`src/rtl/score_overlay.sv`:
```
// Seven-segment score overlay for the Pong VGA path: per-frame score latching,
// change-triggered blinking and a two-stage pixel pipeline producing overlay_on.
module score_overlay #(
    parameter int DIGIT_W      = 20,
    parameter int DIGIT_H      = 40,
    parameter int SEG_T        = 4,
    parameter int GAP          = 8,
    parameter int TOP_Y        = 16,
    parameter int P1_X         = 240,
    parameter int P2_X         = 360,
    parameter int FLASH_FRAMES = 64
) (
    input  logic       clk25,
    input  logic       reset,
    input  logic [9:0] x,
    input  logic [9:0] y,
    input  logic       blank,
    input  logic       vsync,
    input  logic [3:0] score_1_tens,
    input  logic [3:0] score_1_ones,
    input  logic [3:0] score_2_tens,
    input  logic [3:0] score_2_ones,
    output logic       overlay_on,
    output logic       blank_d
);

    localparam logic [9:0] DW    = 10'(DIGIT_W);
    localparam logic [9:0] TY    = 10'(TOP_Y);
    localparam logic [9:0] BY    = 10'(TOP_Y + DIGIT_H);
    localparam logic [9:0] X1T   = 10'(P1_X);
    localparam logic [9:0] X1O   = 10'(P1_X + DIGIT_W + GAP);
    localparam logic [9:0] X2T   = 10'(P2_X);
    localparam logic [9:0] X2O   = 10'(P2_X + DIGIT_W + GAP);
    localparam logic [9:0] ST    = 10'(SEG_T);
    localparam logic [9:0] XR    = 10'(DIGIT_W - SEG_T);
    localparam logic [9:0] H2    = 10'(DIGIT_H / 2);
    localparam logic [9:0] YD    = 10'(DIGIT_H - SEG_T);
    localparam logic [9:0] GLO   = 10'(DIGIT_H / 2 - SEG_T / 2);
    localparam logic [9:0] GHI   = 10'(DIGIT_H / 2 + SEG_T / 2);
    localparam logic [6:0] FLASH = 7'(FLASH_FRAMES);

    logic       vsync_q, primed, tick;
    logic [3:0] s1t, s1o, s2t, s2o;
    logic [6:0] fc1, fc2;
    logic       ch1, ch2, hide_1, hide_2;

    assign tick   = vsync_q & ~vsync;
    assign ch1    = {score_1_tens, score_1_ones} != {s1t, s1o};
    assign ch2    = {score_2_tens, score_2_ones} != {s2t, s2o};
    assign hide_1 = (fc1 != 7'd0) & fc1[3];
    assign hide_2 = (fc2 != 7'd0) & fc2[3];

    // The first tick after reset only fills the shadows; it must not count as a score change.
    always_ff @(posedge clk25) begin
        if (reset) begin
            vsync_q <= 1'b1;
            primed  <= 1'b0;
            s1t     <= '0;
            s1o     <= '0;
            s2t     <= '0;
            s2o     <= '0;
            fc1     <= '0;
            fc2     <= '0;
        end else begin
            vsync_q <= vsync;
            if (tick) begin
                s1t    <= score_1_tens;
                s1o    <= score_1_ones;
                s2t    <= score_2_tens;
                s2o    <= score_2_ones;
                primed <= 1'b1;
                if (primed && ch1)
                    fc1 <= FLASH;
                else if (fc1 != 7'd0)
                    fc1 <= fc1 - 7'd1;
                if (primed && ch2)
                    fc2 <= FLASH;
                else if (fc2 != 7'd0)
                    fc2 <= fc2 - 7'd1;
            end
        end
    end

    logic       hit_c, pid_c, in_rows;
    logic [3:0] dig_c;
    logic [9:0] bx_c, lx_c, ly_c;

    assign in_rows = (y >= TY) && (y < BY);

    always_comb begin
        hit_c = 1'b0;
        pid_c = 1'b0;
        dig_c = '0;
        bx_c  = '0;
        if (in_rows) begin
            if (x >= X1T && x < X1T + DW) begin
                hit_c = 1'b1;
                dig_c = s1t;
                bx_c  = X1T;
            end else if (x >= X1O && x < X1O + DW) begin
                hit_c = 1'b1;
                dig_c = s1o;
                bx_c  = X1O;
            end else if (x >= X2T && x < X2T + DW) begin
                hit_c = 1'b1;
                pid_c = 1'b1;
                dig_c = s2t;
                bx_c  = X2T;
            end else if (x >= X2O && x < X2O + DW) begin
                hit_c = 1'b1;
                pid_c = 1'b1;
                dig_c = s2o;
                bx_c  = X2O;
            end
        end
        lx_c = hit_c ? x - bx_c : '0;
        ly_c = hit_c ? y - TY : '0;
    end

    logic       hit1, pid1, blank1;
    logic [3:0] dig1;
    logic [9:0] lx1, ly1;

    always_ff @(posedge clk25) begin
        if (reset) begin
            hit1   <= 1'b0;
            pid1   <= 1'b0;
            dig1   <= '0;
            lx1    <= '0;
            ly1    <= '0;
            blank1 <= 1'b1;
        end else begin
            hit1   <= hit_c;
            pid1   <= pid_c;
            dig1   <= dig_c;
            lx1    <= lx_c;
            ly1    <= ly_c;
            blank1 <= blank;
        end
    end

    // Segment order {a,b,c,d,e,f,g}.
    logic [6:0] mask, segs;
    logic       lit, hide;

    always_comb begin
        mask[6] = ly1 < ST;
        mask[5] = (lx1 >= XR) && (ly1 < H2);
        mask[4] = (lx1 >= XR) && (ly1 >= H2);
        mask[3] = ly1 >= YD;
        mask[2] = (lx1 < ST) && (ly1 >= H2);
        mask[1] = (lx1 < ST) && (ly1 < H2);
        mask[0] = (ly1 >= GLO) && (ly1 < GHI);
        case (dig1)
            4'd0:    segs = 7'b1111110;
            4'd1:    segs = 7'b0110000;
            4'd2:    segs = 7'b1101101;
            4'd3:    segs = 7'b1111001;
            4'd4:    segs = 7'b0110011;
            4'd5:    segs = 7'b1011011;
            4'd6:    segs = 7'b1011111;
            4'd7:    segs = 7'b1110000;
            4'd8:    segs = 7'b1111111;
            4'd9:    segs = 7'b1111011;
            default: segs = 7'b0000000;
        endcase
        lit  = |(segs & mask);
        hide = pid1 ? hide_2 : hide_1;
    end

    always_ff @(posedge clk25) begin
        if (reset) begin
            overlay_on <= 1'b0;
            blank_d    <= 1'b1;
        end else begin
            overlay_on <= hit1 & ~blank1 & ~hide & lit;
            blank_d    <= blank1;
        end
    end

endmodule
```
`config.mk`:
```
export PLATFORM = sky130hd
export DESIGN_NAME = score_overlay
export DESIGN_NICKNAME = d
export VERILOG_FILES = /design/src/rtl/score_overlay.sv
export SDC_FILE = /design/constraint.sdc
export NUM_CORES = 1
export LEC_CHECK = 0
export ABC_AREA = 1
export CORE_ASPECT_RATIO = 1.2
export CORE_UTILIZATION = 47
export DETAILED_ROUTE_END_ITERATION = 8
export PLACE_DENSITY = 0.79
export SETUP_SLACK_MARGIN = 0.4
export SYNTH_ARGS = -nofsm -noshare
export SYNTH_HDL_FRONTEND = slang
export SYNTH_SLANG_ARGS = --single-unit
export TNS_END_PERCENT = 1
```
`constraint.sdc`:
```
create_clock -name clk25 -period 2.7 [get_ports clk25]
set_input_delay 0.27 -clock clk25 [delete_from_list [all_inputs] [get_ports clk25]]
set_output_delay 0.27 -clock clk25 [all_outputs]
set_load 0.01 [all_outputs]
```
# Word-level counts from Yosys, hierarchy flattened
# Memory sizes are Yosys's and may differ from the RTL's. A register that Yosys moved wholly into a read port is not among the register bits.
# Cells that the tools add are included.
# Widths: inputs -> output; s select.
[totals]
mem_count = 1
input_bits = 40
reg_bits = 57
wordCells = 94
out_inout_bits = 2
rom_bits = 112
[memory_table]
columns = ["name", "words", "word_bits", "rd", "rd_clocked_by_memory_dff", "wr", "line", "text"]
rows = [
  ["(name not given)", 16, 7, 1, 1, 0, "154", "case (dig1)"],
]
[op_classes]
bitwise_logic = 12
n_eq_ne = 2
n_lt_le_gt_ge = 18
reduce_logical = 22
n_mux = 20
n_addsub = 4
[op_table]
columns = ["cell", "count"]
rows = [
  ["$mux 9", 5],
  ["$ge 10x5->1 const B", 4],
  ["$lt 10x9->1 const B", 4],
  ["$ge 10x9->1 const B", 3],
  ["$mux 7", 4],
  ["$lt 10x3->1 const B", 2],
  ["$lt 10x5->1 const B", 2],
  ["$mux 4", 5],
  ["$ne 8x8->1", 2],
  ["$reduce_bool 7->1", 2],
  ["$sub 7x1->7 const B", 2],
  ["$logic_and 1x1->1", 12],
  ["$ge 10x6->1 const B", 1],
  ["$ge 10x8->1 const B", 1],
  ["$lt 10x6->1 const B", 1],
  ["$sub 10x10->10", 1],
  ["$sub 10x5->10 const B", 1],
  ["$and 7x7->7", 1],
  ["$reduce_or 7->1", 1],
  ["$and 1x1->1", 6],
  ["$mux 1", 6],
  ["$not 1->1", 5],
  ["$reduce_and 2->1", 2],
  ["$reduce_bool 2->1", 2],
  ["other kinds (2)", 3],
]

# Depth between registers and ports, before layout
# Gate-level depths: netlist of the first run.
[logic_depth]
word_depth = 9
ltp_mapped = 17
depth_no_buf = 17

# Worst setup path before layout of the first run
# Ideal clock, no wire load.
[synth_timing]
path_kind = "input -> register"
startpoint = "input port y[4]"
endpoint = "register lx1[8]"
t_arrival_ps = 2227
required_time_ps = 2579
setup_ps = 121
path_buffers = 0
setup_slack_ps = 352
path_stages = 16
cell_sequence = "inv_1 -> ha_1 -> nor2_1 -> nor2_1 -> nor2_1 -> nand2_2 -> a211oi_1 -> ha_1 -> inv_1 -> fa_1 -> nand3_1 -> nand2_1 -> a21oi_1 -> o21bai_1 -> o21ai_1 -> a21oi_1"
[synth_via]
elab_chain_len = 5
elab_cells_between_ends = 8
classes_between = "add/sub: 1; order compare: 2; mux: 2; bitwise: 1; reduce/logical: 2"
[synth_rtl]
columns = ["item", "line", "text"]
rows = [
  ["from (decl)", "16", "input logic [9:0] y,"],
  ["$ge 10x5->1 / $lt 10x6->1 (equally long branches)", "88", "assign in_rows = (y >= TY) && (y < BY);"],
  ["$logic_and 1x1->1 (*)", "88", ""],
  ["branches (longest 3 deep; another with $sub 10x10->10)", "--", ""],
  ["to (signal assigned)", "136", "lx1 <= lx_c;"],
  ["to (decl)", "122", "logic [9:0] lx1, ly1;"],
]
# Mark *: on every way between the ends.
# A chain may end at the register's enable or synchronous reset.

# Worst setup path in the final report of the first run
[layout_timing]
startpoint = "input port y[3]"
endpoint = "register lx1[8]"
# Same word-level chain as after synthesis.

==> metrics.txt, run 1 <==
status=finished clean; cells after synthesis=between 400 and 500; CORE AREA=7360 µm²; cell with the most instances after synthesis=nand2_1; Worst Tran Pin Value=about 850 ps; maxcap violations=0; Max Slew Vio Count=0; final net count=~630; Setup WS post-layout=around 450 ps; Req. time, crit path=2910 ps; unique cell type count in the Yosys netlist=42; Placer Congestion=roughly 0.87; Synth area leaders=dfxtp_1 34%, nand2_1 8.9%, nor2_1 6.9%, ha_1 6.6%, inv_1 5.1%; total track usage=approximately a fifth; Die Ht=98.20 µm; I/O Buffers=39; worst slack at placement=-234.5 ps; Wirelength per Cell=~12 µm; Slew HR=43.64%; crit-path max FO=3; initial antenna violation count=0; FF/Latch Area=about 1200 µm²; Num CTS Buffers=9; drt initial violations=72; Clock Skews=approximately 8.5 ps; global-route wire length before repair=roughly 13000 µm; Ports=42; mapped cell area=about 3600 µm²; Final ANT Viol Nets=0; clk_lat worst skew=340 ps; RSZ-0062 raised after global routing=yes; Final period util=83.50%; Hold/Removal Path Class=in -> reg; Syn-to-layout area delta=24.78%; number of diodes=0; Post-synth EDFFs=0; share of post-route cells with drive strength above 1=19.55%; Final Util=between 60 and 70%; DR pass1 iterations=5; GRT overflow=0; # clock sinks=between 60 and 70; CP Capture Type=flop; CTS tree=yes; die area=approximately 8100 µm²; Max Freq=roughly 440 MHz; CP arrival=~2500 ps; Filler cells=about 630; Hold Buf Count CTS=0; synth cell count leaders=86 x nand2_1, 67 x nor2_1, 61 x dfxtp_1; power density cells=about 650 nW/µm²; chip width=just over 80 µm; routed vias=roughly 3.3k; YS warnings=0; post-synth top area cell=dfxtp_1; # setup viols final=0; final WL=between 7000 and 8000 µm; CP Launch Type=input port; clk buf depth=2; dpl hpwl=around 5900 µm; largest net degree at the start of global routing=25; crit path time final=between 2000 and 2500 ps; vias in the first global route=about 3.3k; clock-pin slew on the worst setup and hold paths=70 ps; Initial Util=roughly half; area of the multi-input gates=~2200 µm²; hold violation total from the final report=0; drc violations=0; top-area cell type share of the netlist area=approximately a third; Net Count, Synth=around 560; CTS root buf=clkbuf_8; Synth async-reset ratio=0%; maximum VDD drop=around 620 µV; row count=34; syn avg cell area=between 7 and 8 µm²; Seq/Total Area, Yosys=roughly 34%; #FFs+latches synth=slightly above 60; CP Class=in -> reg; vias per inst=4.995; Synth Flop Type=dfxtp_1; H-tree depth=3; leakage=between 2 and 2.5 nW
cells by family after synthesis:
kind of cell,count (synthesis),synth area share (%)
AO/OA/AOI/OAI,67,9.873
XOR/XNOR,28,6.765
adder cells (fa/ha/maj),20,7.111
buffers and inverters,64,7.076
flip-flops,61,33.69
multiplexers,1,0.2762
AND/OR/NAND/NOR,255,35.21
layout by cell type, fill, tap and decap left out, drive strengths merged, types with 11 or more instances in the layout:
| cell type | instances |
|---|---|
| nand4 | 11 |
| nor2 | 85 |
| inv | 57 |
| buf | 33 |
| xnor2 | 12 |
| dfxtp | 61 |
| ha | 19 |
| a21oi | 34 |
| nand3 | 41 |
| clkdlybuf4s50 | 22 |
| xor2 | 16 |
| nand2 | 96 |
| o21ai | 28 |
path summary, 6_finish.rpt:
check / from / endpoint / slack (ps) / depth (start not counted)
setup reg to reg: fc1[3] / fc1[1] / 1110 / 7
setup / recovery: y[3] / lx1[8] / 450 / 15
hold / removal: y[1] / ly1[1] / 200 / 3
hold reg to reg: blank1 / blank_d / 440 / 2
critical path, stage by stage:
cell,delay (ps)
clkdlybuf4s50_1,400
inv_1,80
nor2_1,50
nor2_1,100
nand2_2,90
a211oi_2,220
ha_2,210
inv_2,40
fa_2,390
nand3_2,100
nand2_2,60
a21oi_2,120
o21bai_1,90
o21ai_1,150
a21oi_1,70
metal layers:
metal / share of wire [%] / track usage, %
met5: 0 / 0
met4: 1.7 / 10.39
met3: 2.4 / 3.925
met2: 52 / 36.49
met1: 44 / 24.03
where the power goes:
part,internal (mW),switching [mW],total (mW)
sequential,1.02,0.112,1.13
clock,0.420,0.354,0.774
combinational,0.467,0.586,1.05
total,1.91,1.05,2.96
registers in the layout (all words and copies together) (netlist names), 4 cells and up:
name and count:
s1t 4, s2t 4, ly1 9, fc2 7, s2o 4, segs 7, lx1 8, fc1 7
s1o 4
metrics by stage:
step           setup TNS, ps  power [mW]  cells  hold WS (ps)  instance area [µm²]
6_report                   0       2.960    663         201.7                 4523
2_1_floorplan              0       1.931    496         342.4                 3632
4_1_cts                    0       2.968    660         303.5                 4486
5_1_grt                    0       3.168    663         192.0                 4523
3_3_place_gp          -277.6       2.141    644         438.1                 4292
3_5_place_dp          -542.1       2.189    644         435.2                 4292
timing repair:
action | 4_1_cts | 5_1_grt
endpoints found under the setup margin | 9 | 3
pin swaps | 9 | 16
setup buffers | 1 | 3
resized for setup | 19 | 20
cell type report:
class                   instances  share of cell area (%)
clock buffers                   9                   2.739
clock inverters                 6                   1.411
inverters                      56                   4.647
multi-input cells             371                   48.22
flip-flops and latches         61                   27.00
well taps                      90                   2.490
repair buffers                 70                   13.50
(Power assumes the default switching activity.)
==> run 2, diff against run 1 <==
PLACE_DENSITY = 0.81   (was 0.79)
clock period = 1.85 ns   (was 2.7 ns; I/O delays follow)
==> metrics.txt, run 2 (same netlist as run 1, synthesis figures left out) <==
CTS tree=yes; CP Class=in -> reg; M1 GR Usage=between 20% and 30%; total track usage=a little under a quarter; row count=34; CP Launch Type=input port; Final period util=109.6%; CP arrival=about 2300 ps; Setup WS post-layout=-177.2 ps; drt initial violations=approximately 110; Final Util=a little over two thirds; vias in the first global route=about 3.6k; dpl hpwl=roughly 6500 µm; Slew HR=about 70%; reg2reg setup slack=between 300 and 400 ps; CTS root buf=clkbuf_8; GRT met2 Usage=a little over two fifths; maxcap violations=0; I/O Buffers=39; P_int=3.042 mW; status=complete, but fails checks; RSZ-0062 raised after global routing=yes; most frequent cells in the layout=80 x nand2_1, 63 x buf_4, 61 x nor2_1, 51 x dfxtp_1, 42 x inv_1; Top reg by flops=ly1; Hold Buf Count CTS=0; worst slack at placement=-1053 ps; Clock Skews=~5.7 ps; Post-Route Setup TNS=-489.7 ps; vias per inst=between 5 and 6; Power, Total=around 5 mW; crit path time final=2027 ps; Ports=42; most used routing layer in global routing=met2; CP Capture Type=flop; placed insts=between 600 and 700; share of post-route cells with drive strength above 1=about 35%; clock power share=24.2%; Filler cells=547; clock-pin slew on the worst setup and hold paths=approximately 70 ps; Req. time, crit path=2110 ps; maximum VDD drop=about 1000 µV; Wirelength per Cell=13.41 µm; Finished Layout Cells=between 700 and 800; Final Cell Area=5147 µm²; Switching Fraction=approximately 38%; worst flop-to-flop path startpoint=fc1[3]; crit-path max FO=4; r2r endpoint=fc1[0]; commonest non-fill, non-tap cell in the layout=nand2_1; global-route wire length before repair=between 10000 and 15000 µm; final WL=approximately 9400 µm; Worst Hold Launch=y[4]; power density cells=around 950 nW/µm²; Worst Tran Pin Value=448.9 ps; R2R depth=7; number of diodes=0; hold depth=3; slowest CP cell=ha_1; # setup viols final=8; switching power=approximately 1.8 mW; drc violations=0; failing checks=negative setup slack; CORE AREA=7360 µm²; GR Util met3=4.673%; Top Registers=ly1 (9), lx1 (8); placed cell areas=about 4600 µm²; final net count=roughly 670; Num CTS Buffers=9; # clock sinks=61; clk_lat worst skew=340 ps; GRT overflow=0; Worst path top cell family by delay=buffers and inverters; DR pass1 iterations=4; Syn-to-layout area delta=42.01%; H-tree depth=3; Max Freq=roughly 500 MHz; leakage=roughly 2.3 nW; initial antenna violation count=0; die area=between 8000 and 9000 µm²; hold violation total from the final report=0; hold_ws=~130 ps; CP peak stage delay=between 300 and 400 ps; Buf/Inv on CP=6; Placer Congestion=between 0.8 and 0.9; clk buf depth=2; Hold/Removal Path Class=in -> reg; sequential share of power=between 30% and 40%; largest net degree at the start of global routing=25; chip width=82.17 µm; max FFs per register=9; Comb pwr share=about two fifths; Final ANT Viol Nets=0; Initial Util=around half; Max Slew Vio Count=0; crit-path cells=buf_6 -> buf_8 -> inv_12 -> ha_4 -> nor2_2 -> nor2_1 -> nor2_1 -> nand2_2 -> buf_4 -> inv_1 -> o21ai_1 -> ha_1 -> buf_4 -> nand3_2 -> nand2_2 -> a21oi_2 -> o21bai_1 -> o21ai_1 -> a21oi_1; routed vias=about 3.6k; Die Ht=approximately 100 µm; Worst Hold End=ly1[4]
## run 2: changes by cell type in the layout (fill, tap and decap cells not counted), sizes merged, moves of 2 or more
cell and change:
buf +39, dlymetal6s2s -5, clkdlybuf4s15 +3, clkinv +2, inv -2
## run 2: power groups by stage
stage          combinational, mW  sequential, mW  clock (mW)
2_1_floorplan               1.19            1.64           0
3_3_place_gp                1.55            1.66           0
3_5_place_dp                1.61            1.67           0
4_1_cts                     1.63            1.65        1.20
5_1_grt                     2.19            1.72        1.28
6_report                    1.99            1.71        1.18
## run 2: area by class of cell
| type | count | area [µm²] | share of cell area (%) |
|---|---|---|---|
| Clock buffer | 9 | 123.9 | 2.406 |
| Timing Repair Buffer | 108 | 913.4 | 17.74 |
| Tap cell | 90 | 112.6 | 2.188 |
| Inverter | 56 | 234.0 | 4.545 |
| Sequential cell | 61 | 1241 | 24.11 |
| Multi-Input combinational cell | 371 | 2446 | 47.52 |
| Clock inverter | 7 | 76.32 | 1.483 |
## run 2: what timing repair did
| item | CTS | global route |
|---|---|---|
| pin swaps | 24 | 33 |
| buffers inserted | 5 | 0 |
| endpoints found under the hold margin | 0 | 0 |
| setup endpoints to repair | 35 | 53 |
| gates resized for setup | 56 | 69 |
## run 2: worst max path at each step
stage	from	to	slack, ps	depth (start not counted)
after floorplan	y[4]	lx1[8]	-260	16
after CTS	y[4]	lx1[8]	-150	18
after detailed placement	y[5]	lx1[7]	-1050	16
final	y[4]	lx1[8]	-180	19
after global placement	y[5]	lx1[8]	-950	17
after global routing	y[4]	lx1[8]	-320	19
## run 2: worst min-delay path: cells and delay by family
family	cells	cell delay, ps
and+or+nand+nor	1	50
buffers and inverters	2	190
## run 2: layer usage
metal | wire length, µm | vias up
li1 | - | 1825
met1 | 3829 | 1703
met2 | 5001 | 90
met3 | 294 | 31
met4 | 287 | 0
met5 | 0 | -
==> run 3, diff against run 2 <==
CTS_CLUSTER_SIZE = 40   (was unset)
==> results of run 3 <==
Same layout as run 2: the final DEF is identical, and so are final timing and power.
